==> config.mk <==
export PLATFORM = sky130hd
export DESIGN_NAME = demux_bank
export DESIGN_NICKNAME = d
export VERILOG_FILES = /design/src/rtl/demux_bank.sv
export SDC_FILE = /design/constraint.sdc
export NUM_CORES = 1
export LEC_CHECK = 0
export BUFFER_PORTS_ARGS = -buffer_cell sky130_fd_sc_hd__buf_4
export CAP_MARGIN = 40
export CORE_MARGIN = 5
export CORE_UTILIZATION = 25
export CTS_CLUSTER_DIAMETER = 120
export DETAILED_ROUTE_END_ITERATION = 7
export SLEW_MARGIN = 40
export SYNTH_ARGS = -nofsm -noshare
export SYNTH_HDL_FRONTEND = slang
export SYNTH_SLANG_ARGS = --single-unit
==> constraint.sdc <==
create_clock -name clk -period 3.6 [get_ports clk]
set_input_delay 0.18 -clock clk [delete_from_list [all_inputs] [get_ports clk]]
set_output_delay 0.18 -clock clk [all_outputs]
set_load 0.05 [all_outputs]
==> src/rtl/demux_bank.sv <==
// demux_bank: write-side slot bank feeding the cell-select read mux.
// Each accepted write stores one WIDTH-bit word into one of nine slots chosen by wr_sel.
// A write is rejected when the select is out of range or the slot is already written.
// A clear request starts a nine-cycle sweep. The sweep empties slots 0..8 in order, one per
// cycle, and writes are blocked until it finishes.
//
// Ports:
//   clk, rst           clock; asynchronous active-high reset
//   wr_valid/wr_ready  write handshake; wr_sel selects slot 0..8; wr_data is the word
//   clr_req            start the clear sweep (takes priority over a same-cycle write)
//   busy               clear sweep in progress
//   err, err_code      one-cycle reject pulse; code 01 = bad select, 10 = slot occupied
//   written, full      per-slot occupancy bits; full when all nine are set
//   out1..out9         slot 0..8 contents
module demux_bank #(
  parameter int unsigned WIDTH = 9
) (
  input  logic             clk,
  input  logic             rst,
  input  logic             wr_valid,
  output logic             wr_ready,
  input  logic [3:0]       wr_sel,
  input  logic [WIDTH-1:0] wr_data,
  input  logic             clr_req,
  output logic             busy,
  output logic             err,
  output logic [1:0]       err_code,
  output logic [8:0]       written,
  output logic             full,
  output logic [WIDTH-1:0] out1,
  output logic [WIDTH-1:0] out2,
  output logic [WIDTH-1:0] out3,
  output logic [WIDTH-1:0] out4,
  output logic [WIDTH-1:0] out5,
  output logic [WIDTH-1:0] out6,
  output logic [WIDTH-1:0] out7,
  output logic [WIDTH-1:0] out8,
  output logic [WIDTH-1:0] out9
);

  typedef enum logic [0:0] {StIdle, StClear} state_e;

  state_e           state_q, state_d;
  logic [3:0]       idx_q, idx_d;
  logic [WIDTH-1:0] slot_q [9];
  logic [WIDTH-1:0] slot_d [9];
  logic [8:0]       written_q, written_d;
  logic             err_q, err_d;
  logic [1:0]       err_code_q, err_code_d;

  always_comb begin
    state_d    = state_q;
    idx_d      = idx_q;
    slot_d     = slot_q;
    written_d  = written_q;
    err_d      = 1'b0;
    err_code_d = err_code_q;
    unique case (state_q)
      StIdle: begin
        // clr_req wins over a simultaneous write; that write is dropped, not queued.
        if (clr_req) begin
          state_d = StClear;
          idx_d   = 4'd0;
        end else if (wr_valid) begin
          if (wr_sel > 4'd8) begin
            err_d      = 1'b1;
            err_code_d = 2'b01;
          end else if (written_q[wr_sel]) begin
            err_d      = 1'b1;
            err_code_d = 2'b10;
          end else begin
            slot_d[wr_sel]    = wr_data;
            written_d[wr_sel] = 1'b1;
          end
        end
      end
      StClear: begin
        slot_d[idx_q]    = '0;
        written_d[idx_q] = 1'b0;
        if (idx_q == 4'd8) begin
          state_d = StIdle;
          idx_d   = 4'd0;
        end else begin
          idx_d = idx_q + 4'd1;
        end
      end
      default: begin
        state_d = StIdle;
        idx_d   = 4'd0;
      end
    endcase
  end

  always_ff @(posedge clk or posedge rst) begin
    if (rst) begin
      state_q    <= StIdle;
      idx_q      <= 4'd0;
      written_q  <= 9'd0;
      err_q      <= 1'b0;
      err_code_q <= 2'b00;
      for (int i = 0; i < 9; i++) begin
        slot_q[i] <= '0;
      end
    end else begin
      state_q    <= state_d;
      idx_q      <= idx_d;
      written_q  <= written_d;
      err_q      <= err_d;
      err_code_q <= err_code_d;
      for (int i = 0; i < 9; i++) begin
        slot_q[i] <= slot_d[i];
      end
    end
  end

  assign wr_ready = (state_q == StIdle) && !clr_req;
  assign busy     = (state_q == StClear);
  assign err      = err_q;
  assign err_code = err_code_q;
  assign written  = written_q;
  assign full     = &written_q;
  assign out1     = slot_q[0];
  assign out2     = slot_q[1];
  assign out3     = slot_q[2];
  assign out4     = slot_q[3];
  assign out5     = slot_q[4];
  assign out6     = slot_q[5];
  assign out7     = slot_q[6];
  assign out8     = slot_q[7];
  assign out9     = slot_q[8];

endmodule

==> impl_metrics.tcl, run 1 <==
set metrics [dict create \
    outcome "finished clean" \
    synthesis.area_mm2 0.00451 \
    end_kind "flip-flop" \
    placedInstanceArea_mm2 0.00549 \
    routedWlPerCell_um 18.9 \
    cts_buffer_depth 2 \
    fin_util 0.327 \
    cts_max_level 3 \
    grt_use_total 0.136 \
    worst_r2r_path_depth 4 \
    comb_power_share 0.421 \
    start_util 0.253 \
    synth_seq_cells 98 \
    cap_violations 0 \
    period_needed_ns 2.21 \
    clk_latency_ns 0.35 \
    yosysSeqAreaShare 0.544 \
    row_count 49 \
    grt_pass1_vias 3716 \
    criticalPathCategory "reg -> reg" \
    synth_cell_types 50 \
    dpl.hpwl_um 9980 \
    rsz0062_at_grt "false" \
    switching_share 0.450 \
    die_w_um 144 \
    slew_headroom 0.481 \
    pwr-share-clk 0.233 \
    final_nets 525 \
    syn_nets 427 \
    antenna_found_initial 0 \
    arrival_ns 2.45 \
    dieHeight_um 144 \
    fmax_mhz 452 \
    cts_tree "done" \
    cts.repair.resized 0 \
    synthToLayoutAreaGrowth_pct 29.4 \
    clkTransAtPathRegs_ns 0.07 \
    finalSetupTns_ns 0 \
    io-pin-count 113 \
    cts_root_buf "clkbuf_16" \
    report.final.slew_viol_count 0 \
    clock_skew_ns 0.0133 \
    viasPerCell 4.82 \
    p_seq_frac 0.346 \
    power.density_mw_per_mm2 785 \
    drive_gt1_frac 0.333 \
    gp_congestion 0.823 \
    syn_inst 406 \
    critPathLaunchType "flip-flop" \
    holdCritPathClass "in -> reg" \
    drt-total-wl_um 13900 \
    timing.final.crit_share 0.614 \
    grt_max_degree 87 \
    gr-total-overflow 0 \
    p_int_mw 2.52 \
    layout_commonest_cell "buf_4" \
    worstMarginPinSlew_ns 0.773 \
    ir_drop_mv 0.422 \
    p_sw_mw 2.06 \
    worstHoldPathCells 3 \
    die-area_mm2 0.0208 \
    leakagePower_nw 2.78 \
    drt-initial-drc-count 118 \
    drtPass1Iterations 4 \
    fillerInstances 1822 \
    vias 3551 \
    setup_violations 0 \
    core-area_mm2 0.0178 \
    yosysWarnings 0 \
    drtAntennaViolNets 0 \
    clock-sinks 98 \
    mostFrequentLayoutCells "116 x buf_4, 98 x dfrtp_1, 44 x nand2_1" \
    drc 0 \
    hold_viol_final 0 \
    antenna_cells 0 \
    port_buffers 112 \
    crit_required_ns 3.84 \
    critPathMaxFanout 9 \
    finish.instance_area_mm2 0.00584 \
    numCtsBuffers 9 \
    synth.avg_cell_area_um2 11.1 \
    grt_pass1_wl_um 21400 \
]
==> flip-flops by register name, summed over array words and instances, names as in the netlist <==
signal and cells:
idx_q 4, out5 9, out7 9, err 1, busy 1, written 9, out6 9, out4 9
out3 9, err_code 2, out2 9, out1 9, out9 9, out8 9
==> metrics by stage <==
step	cells	worst slack [ns]	total power, mW	hold WS (ns)
after floorplan	406	0.858	2.89	0.395
after detailed placement	721	1.33	3.54	0.398
after global placement	720	1.37	3.48	0.470
after CTS	736	1.34	4.62	0.0204
final	737	1.39	4.58	0.139
after global routing	737	1.25	4.83	0.168
==> per-layer routing <==
layer / up-vias / track usage / routed length [um]
met4: 0 / 0.0663 / 427
met5: - / 0 / 0
met3: 30 / 0.0331 / 962
met1: 1753 / 0.176 / 6010
met2: 129 / 0.212 / 6500
li1: 1639 / - / -
==> cell type report <==
cell class | instances | area, um2 | area share
clock buffers | 10 | 239 | 0.0410
clock inverters | 5 | 85.1 | 0.0146
inverters | 21 | 86.3 | 0.0148
multi-input cells | 257 | 1810 | 0.309
flip-flops and latches | 98 | 2450 | 0.420
well taps | 229 | 287 | 0.0491
repair buffers | 117 | 881 | 0.151
==> worst paths after layout <==
path	from	to	slack (ns)
max in group asynchronous	rst	written[5]$_DFFE_PP0P_	2.47
hold reg to reg	out2[7]$_DFFE_PP0P_	out2[7]$_DFFE_PP0P_	0.51
setup / recovery	busy$_DFF_PP0_	out4[6]$_DFFE_PP0P_	1.39
hold / removal	wr_data[5]	out5[5]$_DFFE_PP0P_	0.14
setup reg to reg	busy$_DFF_PP0_	out4[6]$_DFFE_PP0P_	1.39
min in group asynchronous	rst	out2[3]$_DFFE_PP0P_	0.48
==> logic make-up (layout without fill, tap and decap cells) <==
| logic type | Yosys count | in the layout | synth area share |
|---|---|---|---|
| compound gates | 107 | 107 | 0.177 |
| fa+ha+maj | 4 | 4 | 0.0111 |
| buf+inv | 51 | 153 | 0.0594 |
| flops | 98 | 98 | 0.544 |
| mux | 32 | 32 | 0.0719 |
| simple gates | 114 | 114 | 0.137 |
==> Yosys cell counts, drive strengths merged <==
library cell	count	area, um2
nand3b	3	22.5
a21oi	6	33.8
nand4	2	12.5
or2	3	18.8
o21ai	53	329
and4b	1	10.0
nor2	5	18.8
dfrtp	98	2450
a21o	4	30.0
o211a	1	10.0
o22ai	2	12.5
mux2	3	33.8
or3	1	6.26
clkbuf	13	48.8
or4	2	22.5
nand2	44	165
ha	4	50.1
inv	21	78.8
and2	3	18.8
a41oi	1	8.76
nand3	25	130
nand2b	3	18.8
buf	17	140
o41ai	1	8.76
a2111oi	2	42.5
nand4b	3	26.3
a2bb2oi	1	8.76
nor4	3	33.8
nor3b	2	15.0
nor2b	2	12.5
nor3	7	40.0
or4b	1	10.0
a31oi	1	6.26
a21boi	1	11.3
a22o	33	289
mux2i	29	290
or3b	4	35.0
o21a	1	7.51
==> repair_timing <==
action / CTS / global route
setup buffers: 0 / 0
hold buffers: 0 / 1
hold endpoints to repair: 0 / 57
==> worst max-delay path, cell delays in order, from the launching register on <==
cell,delay (ns)
dfrtp_1,0.37
or3b_1,0.51
nor4_4,0.63
a21oi_1,0.32
a22o_1,0.27
==> power by group through the flow <==
stage | logic (mW) | registers, mW | clock network [mW]
2_1_floorplan | 0.610 | 2.28 | 0
3_3_place_gp | 1.90 | 1.58 | 0
3_5_place_dp | 1.94 | 1.60 | 0
4_1_cts | 1.95 | 1.58 | 1.09
5_1_grt | 2.07 | 1.62 | 1.14
6_report | 1.93 | 1.58 | 1.07
Power figures use the tool's default switching activity.
==> run 2, diff against run 1 <==
==> constraint.sdc (replaced) <==
create_clock -name clk -period 2 [get_ports clk]
set_input_delay 0.1 -clock clk [delete_from_list [all_inputs] [get_ports clk]]
set_output_delay 0.1 -clock clk [all_outputs]
set_load 0.05 [all_outputs]
==> impl_metrics.tcl, run 2 (synthesis gave the netlist of run 1 again) <==
set metrics [dict create \
    pre_cts_ws_ns 0.0700 \
    clock-sinks 98 \
    port_buffers 112 \
    grt_use_total 0.136 \
    routedWlPerCell_um 18.5 \
    wl_met2_um 6330 \
    drt-total-wl_um 13900 \
    critPathMaxFanout 6 \
    final-instance-count-excl-fill 750 \
    clkTransAtPathRegs_ns 0.07 \
    crit_buf_inv 0 \
    period_needed_ns 1.86 \
    post-route-worst-setup-slack_ns 0.140 \
    crit_slowest_cell "dfrtp_2" \
    setup_violations 0 \
    io-pin-count 113 \
    core-area_mm2 0.0178 \
    critPathLaunchType "flip-flop" \
    dpl.hpwl_um 10000 \
    vias 3557 \
    drive_gt1_frac 0.349 \
    finish.instance_area_mm2 0.00591 \
    power.density_mw_per_mm2 1370 \
    hp-start "wr_data[5]" \
    drt-initial-drc-count 131 \
    grt_pass1_wl_um 21400 \
    grt_pass1_vias 3578 \
    cap_violations 0 \
    cts_setup_buffers 0 \
    criticalPathCategory "reg -> reg" \
    slew_headroom 0.509 \
    cts_max_level 3 \
    drc 0 \
    clock_skew_ns 0.0109 \
    top_layer "met4" \
    timing.final.crit_share 0.930 \
    numCtsBuffers 9 \
    start_util 0.253 \
    antenna_cells 0 \
    crit_required_ns 2.24 \
    cts_tree "done" \
    synthToLayoutAreaGrowth_pct 31.0 \
    rsz0062_at_grt "false" \
    die-area_mm2 0.0208 \
    hold_viol_final 0 \
    row_count 49 \
    viasPerCell 4.74 \
    grt_max_degree 99 \
    slowest_delay_ns 0.44 \
    outcome "finished clean" \
    leakagePower_nw 2.82 \
    antenna_found_initial 0 \
    drtAntennaViolNets 0 \
    clk_latency_ns 0.35 \
    r2r-start "written[6]$_DFFE_PP0P_" \
    met1Wirelength_um 6470 \
    cts_buffer_depth 2 \
    layout_commonest_cell "buf_4" \
    arrival_ns 2.10 \
    path_delay_family "simple AND/OR/NAND/NOR gates" \
    drtPass1Iterations 4 \
    gp_congestion 0.803 \
    wl_met3_um 886 \
    critical_path.startpoint "written[6]$_DFFE_PP0P_" \
    crit_chain "or3b_1 > or3_1 > mux2_2 > a22o_1" \
    worstMarginPinSlew_ns 0.733 \
    placedCellCount 734 \
    report.final.slew_viol_count 0 \
    dieHeight_um 144 \
    end_kind "flip-flop" \
    die_w_um 144 \
    final_nets 538 \
    holdCritPathClass "in -> reg" \
    mostFrequentLayoutCells "128 x buf_4, 96 x dfrtp_1, 44 x nand2_1" \
    cts_root_buf "clkbuf_16" \
    gr-total-overflow 0 \
    fmax_mhz 538 \
    placedInstanceArea_mm2 0.00561 \
    ir_drop_mv 0.843 \
]
==> run 2: changes by cell type in the layout (fill, tap and decap cells not counted), sizes merged <==
cell,before,now
buf,116,129
inv,23,22
bufinv,2,1
clkinvlp,1,3
==> run 2: worst paths after layout <==
kind	endpoint	slack, ns	cells after the start
setup / recovery	out7[5]$_DFFE_PP0P_	0.14	4
hold / removal	out5[5]$_DFFE_PP0P_	0.07	3
setup reg to reg	out7[5]$_DFFE_PP0P_	0.14	4
hold reg to reg	err_code[0]$_DFFE_PP0P_	0.49	1
max in group asynchronous	written[6]$_DFFE_PP0P_	1.12	4
min in group asynchronous	err_code[0]$_DFFE_PP0P_	0.45	4
==> run 2: cell type report <==
| type | instances | area [um2] |
|---|---|---|
| clock buffers | 10 | 229 |
| clock inverters | 5 | 62.6 |
| fillers | 1812 | 11900 |
| inverters | 21 | 82.6 |
| multi-input cells | 257 | 1800 |
| flip-flops and latches | 98 | 2450 |
| well taps | 229 | 287 |
| repair buffers | 130 | 991 |
==> run 2: timing repair <==
action / in CTS / in global routing
hold buffers: 1 / 0
hold endpoints to repair: 98 / 0
gates resized for setup: 0 / 0
==> run 2: metal layers <==
layer,global-route usage,vias to the layer above
met2,0.207,93
met1,0.190,1784
li1,-,1671
met4,0.0373,0
met5,0,-
met3,0.0364,9
==> run 2: power by group <==
part / internal [mW] / leakage (nW) / switching (mW)
Clock: 0.973 / 0.136 / 0.783
Combinational: 1.03 / 1.35 / 2.50
Sequential: 2.41 / 1.34 / 0.413
Total: 4.42 / 2.82 / 3.69
==> run 2: tightest hold or removal path, stage by stage <==
cell and delay, ns:
buf_4 0.16, nand2_1 0.06, o21ai_0 0.06
==> run 2: stage by stage <==
step	hold WS (ns)	utilization	total power, mW	setup TNS [ns]
detailed placement	0.309	0.314	6.41	0
finish	0.0692	0.331	8.11	0
floorplan	0.315	-	5.21	-2.69
global placement	0.298	0.314	6.33	0
CTS	0.0587	0.331	8.20	0
global route	0.0665	0.331	8.57	0
==> run 3, diff against run 2 <==
--- a/config.mk
+++ b/config.mk
@@ -5,10 +5,13 @@
 export SDC_FILE = /design/constraint.sdc
 export NUM_CORES = 1
 export LEC_CHECK = 0
+export ABC_AREA = 1
 export BUFFER_PORTS_ARGS = -buffer_cell sky130_fd_sc_hd__buf_4
 export CAP_MARGIN = 40
+export CORE_ASPECT_RATIO = 1.75
 export CORE_MARGIN = 5
 export CORE_UTILIZATION = 25
+export CTS_BUF_LIST = sky130_fd_sc_hd__clkbuf_4
 export CTS_CLUSTER_DIAMETER = 120
 export DETAILED_ROUTE_END_ITERATION = 7
 export SLEW_MARGIN = 40
==> impl_metrics.tcl, run 3 <==
set metrics [dict create \
    outcome "finished clean" \
    crit_chain "inv_1 > buf_4 > nor4_2 > buf_4" \
    grt-busiest-layer "met2" \
    grt_pass1_vias 5474 \
    hold_viol_final 0 \
    synth_seq_cells 98 \
    synth_edf_count 0 \
    syn_nets 731 \
    setup_violations 0 \
    port_buffers 112 \
    numCtsBuffers 9 \
    cts_tree "done" \
    cts.repair.resized 0 \
    crit_path_end "full" \
    worstMarginPinSlew_ns 0.541 \
    power.density_mw_per_mm2 1140 \
    fin_util 0.328 \
    final_nets 874 \
    drt-total-wl_um 19300 \
    core-area_mm2 0.0215 \
    async_reset_ff_frac 1.00 \
    synth_cell_types 28 \
    holdCritPathClass "in -> reg" \
    r2r-start "idx_q[0]$_DFFE_PP0N_" \
    multiInputGateArea_mm2 0.00261 \
    synth.top_cell.area_share 0.451 \
    crit_slowest_cell "dfrtp_1" \
    synthesis.area_mm2 0.00543 \
    drc 0 \
    fmax_mhz 556 \
    vias 5531 \
    fillerInstances 2346 \
    critical_path.startpoint "written[0]$_DFFE_PP0P_" \
    grt_max_degree 87 \
    yosysWarnings 0 \
    die-area_mm2 0.0249 \
    use_met3 0.0282 \
    routedWlPerCell_um 16.8 \
    dieHeight_um 205 \
    layout_commonest_cell "nand2_1" \
    mostFrequentLayoutCells "222 x nand2_1, 163 x nand3_1, 148 x buf_4" \
    met2_usage 0.270 \
    clk_latency_ns 0.49 \
    critPathLaunchType "flip-flop" \
    crit_required_ns 1.90 \
    worst_r2r_path_depth 9 \
    synth.largest_area_cell "dfrtp_1" \
    synth.top_cells.by_count "222 x nand2_1, 163 x nand3_1, 98 x dfrtp_1, 69 x o21ai_0, 33 x inv_1" \
    cts_max_level 3 \
    slowest_delay_ns 0.40 \
    gr-total-overflow 0 \
    critPathMaxFanout 3 \
    drtPass1Iterations 5 \
    grt_use_total 0.153 \
    io-pin-count 113 \
    path_delay_family "buffers and inverters" \
    slew_headroom 0.638 \
    gp_congestion 0.823 \
    rrSetupSlack_ns 0.24 \
    clkTransAtPathRegs_ns 0.15 \
    cp_common_cell "buf_4" \
    drtAntennaViolNets 0 \
    grtUsageMet1 0.181 \
    leakagePower_nw 3.63 \
    finalSetupTns_ns 0 \
    cts_buffer_depth 2 \
    yosysMostFrequentCell "nand2_1" \
    clock_skew_ns 0.0220 \
    drive_gt1_frac 0.244 \
    dpl.hpwl_um 14000 \
    cts_root_buf "clkbuf_4" \
    start_util 0.253 \
    period_needed_ns 1.80 \
    cp.depth 4 \
    cts_setup_buffers 0 \
    row_count 71 \
    post-route-worst-setup-slack_ns 0.201 \
    reg2reg_to "out5[6]$_DFFE_PP0P_" \
    die_w_um 121 \
    pre_cts_ws_ns 0.283 \
    yosysSeqAreaShare 0.451 \
    synthToLayoutAreaGrowth_pct 29.7 \
    cap_violations 0 \
    drt-initial-drc-count 389 \
    viasPerCell 4.81 \
    synth.area.top_cells "dfrtp_1 45%, nand2_1 15%, nand3_1 15%, o21ai_0 6.4%, inv_1 2.3%" \
    ir_drop_mv 0.571 \
    end_kind "output port" \
    synth_top_flop_cell "dfrtp_1" \
    timing.final.crit_share 0.900 \
    criticalPathCategory "reg -> out" \
    hold_buffers 13 \
    crit_buf_inv 3 \
    syn_inst 710 \
    p_total_mw 8.02 \
    report.final.slew_viol_count 0 \
    grt_pass1_wl_um 29900 \
    antenna_found_initial 1 \
    rsz0062_at_grt "false" \
    clock-sinks 98 \
    synth.avg_cell_area_um2 7.65 \
    regArea_mm2 0.00245 \
    arrival_ns 1.70 \
]
==> run 3: worst min-delay path by stage <==
| stage | startpoint | endpoint | cells after the start |
|---|---|---|---|
| 2_1_floorplan | clr_req | busy$_DFF_PP0_ | 2 |
| 3_3_place_gp | rst | out4[8]$_DFFE_PP0P_ | 2 |
| 3_5_place_dp | rst | out4[8]$_DFFE_PP0P_ | 2 |
| 4_1_cts | wr_sel[2] | err_code[1]$_DFFE_PP0P_ | 6 |
| 5_1_grt | wr_sel[2] | err_code[1]$_DFFE_PP0P_ | 6 |
| 6_report | wr_sel[2] | err_code[1]$_DFFE_PP0P_ | 6 |
==> run 3: final cells by class <==
cell class / instances / share of cell area
antenna: 1 / 0.000355
clock buffer: 12 / 0.0128
clock inverter: 4 / 0.00604
inverter: 43 / 0.0236
multi-input combinational: 536 / 0.370
sequential: 98 / 0.348
tap: 292 / 0.0518
timing repair buffer: 165 / 0.187
==> run 3: metrics by stage <==
step | area, um2 | std cells | hold WS [ns]
3_3_place_gp | 6780 | 1121 | 0.124
2_1_floorplan | 5450 | 710 | 0.218
6_report | 7050 | 1151 | 0.113
4_1_cts | 7050 | 1150 | 0.0657
5_1_grt | 7050 | 1151 | 0.116
3_5_place_dp | 6780 | 1121 | 0.128
==> run 3: logic make-up (layout without fill, tap and decap cells) <==
family / count (synthesis) / in the layout / share of synthesized area
AOI/OAI and AO/OA: 97 / 97 / 0.100
xor gates and xnor gates: 2 / 2 / 0.00322
adders and majority gates: 4 / 4 / 0.00921
buffers and inverters: 76 / 224 / 0.0705
DFF: 98 / 98 / 0.451
other: 0 / 1 / 0
and+or+nand+nor: 433 / 433 / 0.366
==> run 3: layer usage <==
layer	vias to the layer above	wire length, um
met3	27	1080
met2	188	9960
met1	2655	7750
met4	0	507
met5	-	0
li1	2661	-
==> run 3: tightest hold or removal path, delay by kind of cell <==
| kind | cells | cell delay (ns) |
|---|---|---|
| buffers and inverters | 1 | 0.11 |
| AND/OR/NAND/NOR | 5 | 0.37 |
==> run 3: report_power, final <==
| group | internal (mW) | switching [mW] | total, mW |
|---|---|---|---|
| Clock | 0.415 | 0.691 | 1.11 |
| Combinational | 1.07 | 3.14 | 4.21 |
| Sequential | 2.34 | 0.368 | 2.71 |
| Total | 3.82 | 4.20 | 8.02 |
